==> src/rtl/arm_core.sv <==
// Single-cycle ARM subset core: data processing, LDR/STR, B/BL.
// Ports: clk, reset (async low), PC, Instruction, write_enable,
//        ALUResult, WriteData, ReadData.
module arm_core #(
  parameter logic [31:0] RESET_PC = 32'h0000_0000
) (
  input  logic        clk,
  input  logic        reset,
  output logic [31:0] PC,
  input  logic [31:0] Instruction,
  output logic        write_enable,
  output logic [31:0] ALUResult,
  output logic [31:0] WriteData,
  input  logic [31:0] ReadData
);

  localparam logic [3:0] C_AND = 4'b0000;
  localparam logic [3:0] C_EOR = 4'b0001;
  localparam logic [3:0] C_SUB = 4'b0010;
  localparam logic [3:0] C_RSB = 4'b0011;
  localparam logic [3:0] C_ADD = 4'b0100;
  localparam logic [3:0] C_CMP = 4'b1010;
  localparam logic [3:0] C_ORR = 4'b1100;
  localparam logic [3:0] C_MOV = 4'b1101;

  logic [31:0] pc_q, pc_d;
  logic [31:0] rf_q [16];
  logic [3:0]  nzcv_q, nzcv_d;

  logic        rf_we;
  logic [3:0]  rf_wa;
  logic [31:0] rf_wd;

  logic [3:0]  cond, cmd, rn, rd;
  logic [1:0]  op, sh_type;
  logic        ibit, sbit, ubit, lbit, blbit;
  logic [4:0]  shamt;
  logic        fn, fz, fc, fv;

  assign cond    = Instruction[31:28];
  assign op      = Instruction[27:26];
  assign ibit    = Instruction[25];
  assign cmd     = Instruction[24:21];
  assign blbit   = Instruction[24];
  assign ubit    = Instruction[23];
  assign sbit    = Instruction[20];
  assign lbit    = Instruction[20];
  assign rn      = Instruction[19:16];
  assign rd      = Instruction[15:12];
  assign shamt   = Instruction[11:7];
  assign sh_type = Instruction[6:5];
  assign {fn, fz, fc, fv} = nzcv_q;

  logic [31:0] pc4, pc8;
  assign pc4 = pc_q + 32'd4;
  assign pc8 = pc_q + 32'd8;

  // R15 reads as the address of the current instruction plus 8
  logic [31:0] rn_v, rm_v, rd_v;
  assign rn_v = (rn == 4'hF) ? pc8 : rf_q[rn];
  assign rm_v = (Instruction[3:0] == 4'hF) ? pc8 : rf_q[Instruction[3:0]];
  assign rd_v = (rd == 4'hF) ? pc8 : rf_q[rd];

  logic pass;
  always_comb begin
    case (cond)
      4'h0:    pass = fz;
      4'h1:    pass = !fz;
      4'h2:    pass = fc;
      4'h3:    pass = !fc;
      4'h4:    pass = fn;
      4'h5:    pass = !fn;
      4'h6:    pass = fv;
      4'h7:    pass = !fv;
      4'h8:    pass = fc && !fz;
      4'h9:    pass = !fc || fz;
      4'hA:    pass = (fn == fv);
      4'hB:    pass = (fn != fv);
      4'hC:    pass = !fz && (fn == fv);
      4'hD:    pass = fz || (fn != fv);
      default: pass = 1'b1;
    endcase
  end

  // Immediate-shifted register; LSR/ASR by 0 encode a shift by 32
  logic [31:0] sh_res;
  logic        sh_c;
  logic [32:0] t33;
  logic [5:0]  n6;
  always_comb begin
    sh_res = rm_v;
    sh_c   = fc;
    t33    = '0;
    n6     = (shamt == 5'd0) ? 6'd32 : {1'b0, shamt};
    case (sh_type)
      2'b00: if (shamt != 5'd0) begin
        t33    = {1'b0, rm_v} << shamt;
        sh_res = t33[31:0];
        sh_c   = t33[32];
      end
      2'b01: begin
        t33    = {rm_v, 1'b0} >> n6;
        sh_res = t33[32:1];
        sh_c   = t33[0];
      end
      2'b10: begin
        t33    = $unsigned($signed({rm_v, 1'b0}) >>> n6);
        sh_res = t33[32:1];
        sh_c   = t33[0];
      end
      default: if (shamt != 5'd0) begin
        sh_res = (rm_v >> shamt) | (rm_v << (6'd32 - {1'b0, shamt}));
        sh_c   = sh_res[31];
      end
    endcase
  end

  logic [4:0]  rot;
  logic [31:0] imm8, imm_res;
  logic        imm_c;
  assign rot     = {Instruction[11:8], 1'b0};
  assign imm8    = {24'd0, Instruction[7:0]};
  assign imm_res = (imm8 >> rot) | (imm8 << (6'd32 - {1'b0, rot}));
  assign imm_c   = (rot == 5'd0) ? fc : imm_res[31];

  logic [31:0] src2;
  logic        src_c;
  assign src2  = ibit ? imm_res : sh_res;
  assign src_c = ibit ? imm_c : sh_c;

  logic [31:0] alu_y;
  logic        alu_c, alu_v, alu_wr, alu_ok;
  logic [32:0] sum;
  always_comb begin
    alu_y  = '0;
    alu_c  = src_c;
    alu_v  = fv;
    alu_wr = 1'b1;
    alu_ok = 1'b1;
    sum    = '0;
    case (cmd)
      C_AND: alu_y = rn_v & src2;
      C_EOR: alu_y = rn_v ^ src2;
      C_ORR: alu_y = rn_v | src2;
      C_MOV: alu_y = src2;
      C_ADD: begin
        sum   = {1'b0, rn_v} + {1'b0, src2};
        alu_y = sum[31:0];
        alu_c = sum[32];
        alu_v = (rn_v[31] == src2[31]) && (alu_y[31] != rn_v[31]);
      end
      C_SUB, C_CMP: begin
        sum    = {1'b0, rn_v} + {1'b0, ~src2} + 33'd1;
        alu_y  = sum[31:0];
        alu_c  = sum[32];
        alu_v  = (rn_v[31] != src2[31]) && (alu_y[31] != rn_v[31]);
        alu_wr = (cmd != C_CMP);
      end
      C_RSB: begin
        sum   = {1'b0, src2} + {1'b0, ~rn_v} + 33'd1;
        alu_y = sum[31:0];
        alu_c = sum[32];
        alu_v = (src2[31] != rn_v[31]) && (alu_y[31] != src2[31]);
      end
      default: begin
        alu_wr = 1'b0;
        alu_ok = 1'b0;
      end
    endcase
  end

  logic [31:0] offs, maddr, target;
  assign offs   = ibit ? sh_res : {20'd0, Instruction[11:0]};
  assign maddr  = ubit ? (rn_v + offs) : (rn_v - offs);
  assign target = pc8 + {{6{Instruction[23]}}, Instruction[23:0], 2'b00};

  always_comb begin
    case (op)
      2'b00:   ALUResult = alu_y;
      2'b01:   ALUResult = maddr;
      2'b10:   ALUResult = target;
      default: ALUResult = '0;
    endcase
  end

  assign WriteData    = rd_v;
  assign write_enable = reset && pass && (op == 2'b01) && !lbit;
  assign PC           = pc_q;

  always_comb begin
    pc_d   = pc4;
    nzcv_d = nzcv_q;
    rf_we  = 1'b0;
    rf_wa  = rd;
    rf_wd  = alu_y;
    if (pass) begin
      case (op)
        2'b00: begin
          if (alu_wr) begin
            if (rd == 4'hF) pc_d = alu_y;
            else rf_we = 1'b1;
          end
          if (alu_ok && (sbit || cmd == C_CMP))
            nzcv_d = {alu_y[31], alu_y == 32'd0, alu_c, alu_v};
        end
        2'b01: if (lbit) begin
          rf_wd = ReadData;
          if (rd == 4'hF) pc_d = maddr;
          else rf_we = 1'b1;
        end
        2'b10: begin
          pc_d = target;
          if (blbit) begin
            rf_we = 1'b1;
            rf_wa = 4'd14;
            rf_wd = pc4;
          end
        end
        default: ;
      endcase
    end
  end

  always_ff @(posedge clk or negedge reset) begin
    if (!reset) begin
      pc_q   <= RESET_PC;
      nzcv_q <= '0;
      for (int i = 0; i < 16; i++) rf_q[i] <= '0;
    end else begin
      pc_q   <= pc_d;
      nzcv_q <= nzcv_d;
      if (rf_we) rf_q[rf_wa] <= rf_wd;
    end
  end

endmodule

==> config.mk <==
export PLATFORM = sky130hd
export DESIGN_NAME = arm_core
export DESIGN_NICKNAME = d
export VERILOG_FILES = /design/src/rtl/arm_core.sv
export SDC_FILE = /design/constraint.sdc
export NUM_CORES = 2
export LEC_CHECK = 0
export ABC_AREA = 1
export ABC_CLOCK_PERIOD_IN_PS = 16200
export CORE_ASPECT_RATIO = 1.5
export CORE_MARGIN = 3
export CORE_UTILIZATION = 25
export DETAILED_ROUTE_END_ITERATION = 16
export DONT_BUFFER_PORTS = 1
export PLACE_DENSITY = 0.36
export SKIP_LAST_GASP = 1
export SLEW_MARGIN = 20
export SYNTH_ARGS = -nofsm -noshare
export SYNTH_HDL_FRONTEND = slang
export SYNTH_SLANG_ARGS = --single-unit
export TNS_END_PERCENT = 5
==> constraint.sdc <==
create_clock -name clk -period 16.2 [get_ports clk]
set_input_delay 0 -clock clk [delete_from_list [all_inputs] [get_ports clk]]
set_output_delay 0 -clock clk [all_outputs]
set_load 0.02 [all_outputs]
==> results.cfg <==
[outcome]
status = finished, final reports clean

[synth]
yosysTopAreaCellShare_pct = 23.61
synth.most_common_cell = nand2_1
yosysUniqueCellTypes = 82
yosysWarnings = 0
synth-main-ff-cell = dfrtp_1
syn_area_per_cell_sq_um = 6.028
synth_largest_area_cell = dfrtp_1
synth-edff-count = 0
synth_nets = 9911
synth_cells = 9637
yosys-top-cells-area = dfrtp_1, nand2_1, nand3_1
synth_common_cells = nand2_1, nand3_1, o21ai_0, a21oi_1, inv_1
netlist_area_sq_mm = 0.05809
async_flop_share_pct = 100.0
synth-seq-area-share_pct = 23.61
ys_ff_latch = 548

[clock_network]
cts_resized = 0
clk-insertion-delay-late_ns = 0.72
clockRootBuffer = clkbuf_16
clock-sinks = 548
clk_pin_slew_ns = 0.07
clock_path_buffers = 3
numCtsBuffers = 72
cts_tree = built
h-tree-depth = 3

[detailed_routing]
drc = 0
dr_total_vias = 70990
wl_microns = 411800
drtIter0Drc = 8539
avgRoutedWirePerCell_microns = 33.28
avgViaCountPerCell = 5.738
first_pass_iters = 6
ant_nets = 0

[worst_hold_path]
hold_path.class = input port to async pin

[placement]
port_buffers = 0
place_inst = 12180
placed_area_sq_mm = 0.06054
dp_hpwl_microns = 290700
gp_congestion = 1.082

[cells_and_area]
syn_to_final_growth_pct = 9.520
final_area_sq_mm = 0.06362
final_nets = 9523
multi_input_area_sq_mm = 0.03818
num-fill-cells = 26270
drive_gt1_share_pct = 6.610
fin_cells = 12370
register_area_sq_mm = 0.01371

[grt]
grt_pass1_wl_microns = 559600
antenna_found_initial = 30
grt.met2_usage_pct = 55.44
use_met3_pct = 5.718
grt_pass1_vias = 67060
use_met1_pct = 38.59
grt_usage_pct = 33.36
grt_overflow_total = 0
grt_max_degree = 549
grt_busiest_layer = met2

[sta]
max_freq_ghz = 0.09613
setup_viol = 0
fin_tns_setup_ns = 0
worst_slew_pin_slew_ns = 1.285
finalHoldViolCount = 0
layout_min_cycle_time_ns = 10.40
rsz0062_at_grt = false
timing.final.crit_share_pct = 64.21
finClkSkew_ns = 0.06671
report.final.slew_viol_count = 0
relSlewSlack_pct = 12.10

[pwr]
power_density_mw_per_mm2 = 113.8
p_leak_nw = 28.02
max-vdd-ir-drop_mv = 0.06582

[critical_path]
setup.worst_path.end = ALUResult[30]
slowest_stage = nand2_1
crit_top_cell = nand2_1
crit_start = PC[3]
path_max_fanout = 8
timing.rr.end = rf_q[348]
cp.arrival_ns = 10.40
critPathRequiredTime_ns = 16.20
critPathMaxStageDelay_ns = 0.71
rrSetupSlack_ns = 6.43
path_class = register to primary output
endpoint_kind = primary output
startpoint_type = register
timing.rr.start = PC[3]
r2r_cells = 45

[floorplanning]
core_area_sq_mm = 0.2311
die_area_sq_mm = 0.2383
core.rowCount = 216
initial_core_util_pct = 25.14
ios = 163
die_x_microns = 399.6
die_y_microns = 596.4

[run]
cap_violations = 0
cells by family (layout without fill, tap and decap cells):
family          after synthesis  in the layout  synth area share (%)
simple gates               4329           4329                 31.94
compound gates             2880           2880                 27.44
buf+inv                    1577           1244                 11.01
flops                       548            548                 23.61
fa+ha+maj                   208            208                 4.545
xor+xnor                     95             95                 1.458
other cells                   0             16                     0
critical path, delay by kind of cell, from the launching register on:
family / cells / cell delay [ns]
adders and majority gates: 3 / 0.84
AOI/OAI and AO/OA: 10 / 3.61
buffers and inverters: 3 / 0.60
and+or+nand+nor: 27 / 4.15
xor gates and xnor gates: 1 / 0.16
DFF: 1 / 0.32
report_power, final:
part / switching [mW] / internal [mW]
sequential: 0.302 / 1.60
clock: 0.772 / 1.02
combinational: 2.64 / 0.913
placed cells by master, fill, tap and decap left out, types with 73 or more instances in the layout:
master | synthesis | final
a21oi_1 | 1074 | 1074
inv_1 | 788 | 781
xor2_1 | 74 | 73
ha_1 | 203 | 201
buf_4 | 25 | 192
o21ai_1 | 204 | 207
o21ai_0 | 1098 | 1094
dfrtp_1 | 548 | 548
nand3_1 | 1223 | 1223
nor2_1 | 676 | 665
nand2_1 | 2185 | 2183
routing by layer:
metal | routed length [microns] | up-vias
met5 | 113 | -
met4 | 34990 | 14
met3 | 29050 | 964
met2 | 192900 | 3679
met1 | 154700 | 34510
li1 | - | 31830
how the worst min path moves through the flow:
stage                          startpoint        end  slack (ns)  cells after the start
after detailed placement            reset  rf_q[408]       -0.24                      0
after CTS                 Instruction[25]     PC[14]       0.008                      5
after floorplan                     reset      PC[0]       -0.30                      0
after global placement              reset  rf_q[344]       -0.24                      0
after global routing         ReadData[22]  rf_q[150]        0.04                      4
final                               reset  rf_q[404]        0.04                      2
what timing repair did:
action / 4_1_cts / 5_1_grt
hold buffers: 37 / 1
endpoints found under the hold margin: 714 / 170
buffers inserted: 0 / 0
cell type report:
| cell class | count | area share, % |
|---|---|---|
| antenna | 16 | 0.06293 |
| clock buffer | 101 | 3.270 |
| clock inverter | 28 | 0.6195 |
| inverter | 875 | 5.237 |
| multi-input combinational | 7512 | 60.01 |
| sequential | 548 | 21.55 |
| tap | 3052 | 6.002 |
| timing repair buffer | 240 | 3.249 |
state kept, by name (all words and copies together), names as in the netlist:
register	count
nzcv_q	4
PC	32
rf_q	512
stage by stage:
step / setup WS [ns] / utilization, % / hold WS (ns) / power, mW
finish: 5.797 / 27.53 / 0.03750 / 7.238
detailed placement: 6.599 / 26.20 / -0.2435 / 5.294
global route: 5.483 / 27.52 / 0.04377 / 7.590
global placement: 6.419 / 26.17 / -0.2404 / 5.301
floorplan: 9.860 / - / -0.2956 / 3.851
CTS: 6.087 / 27.44 / 0.007640 / 7.165
(Power assumes the default switching activity.)
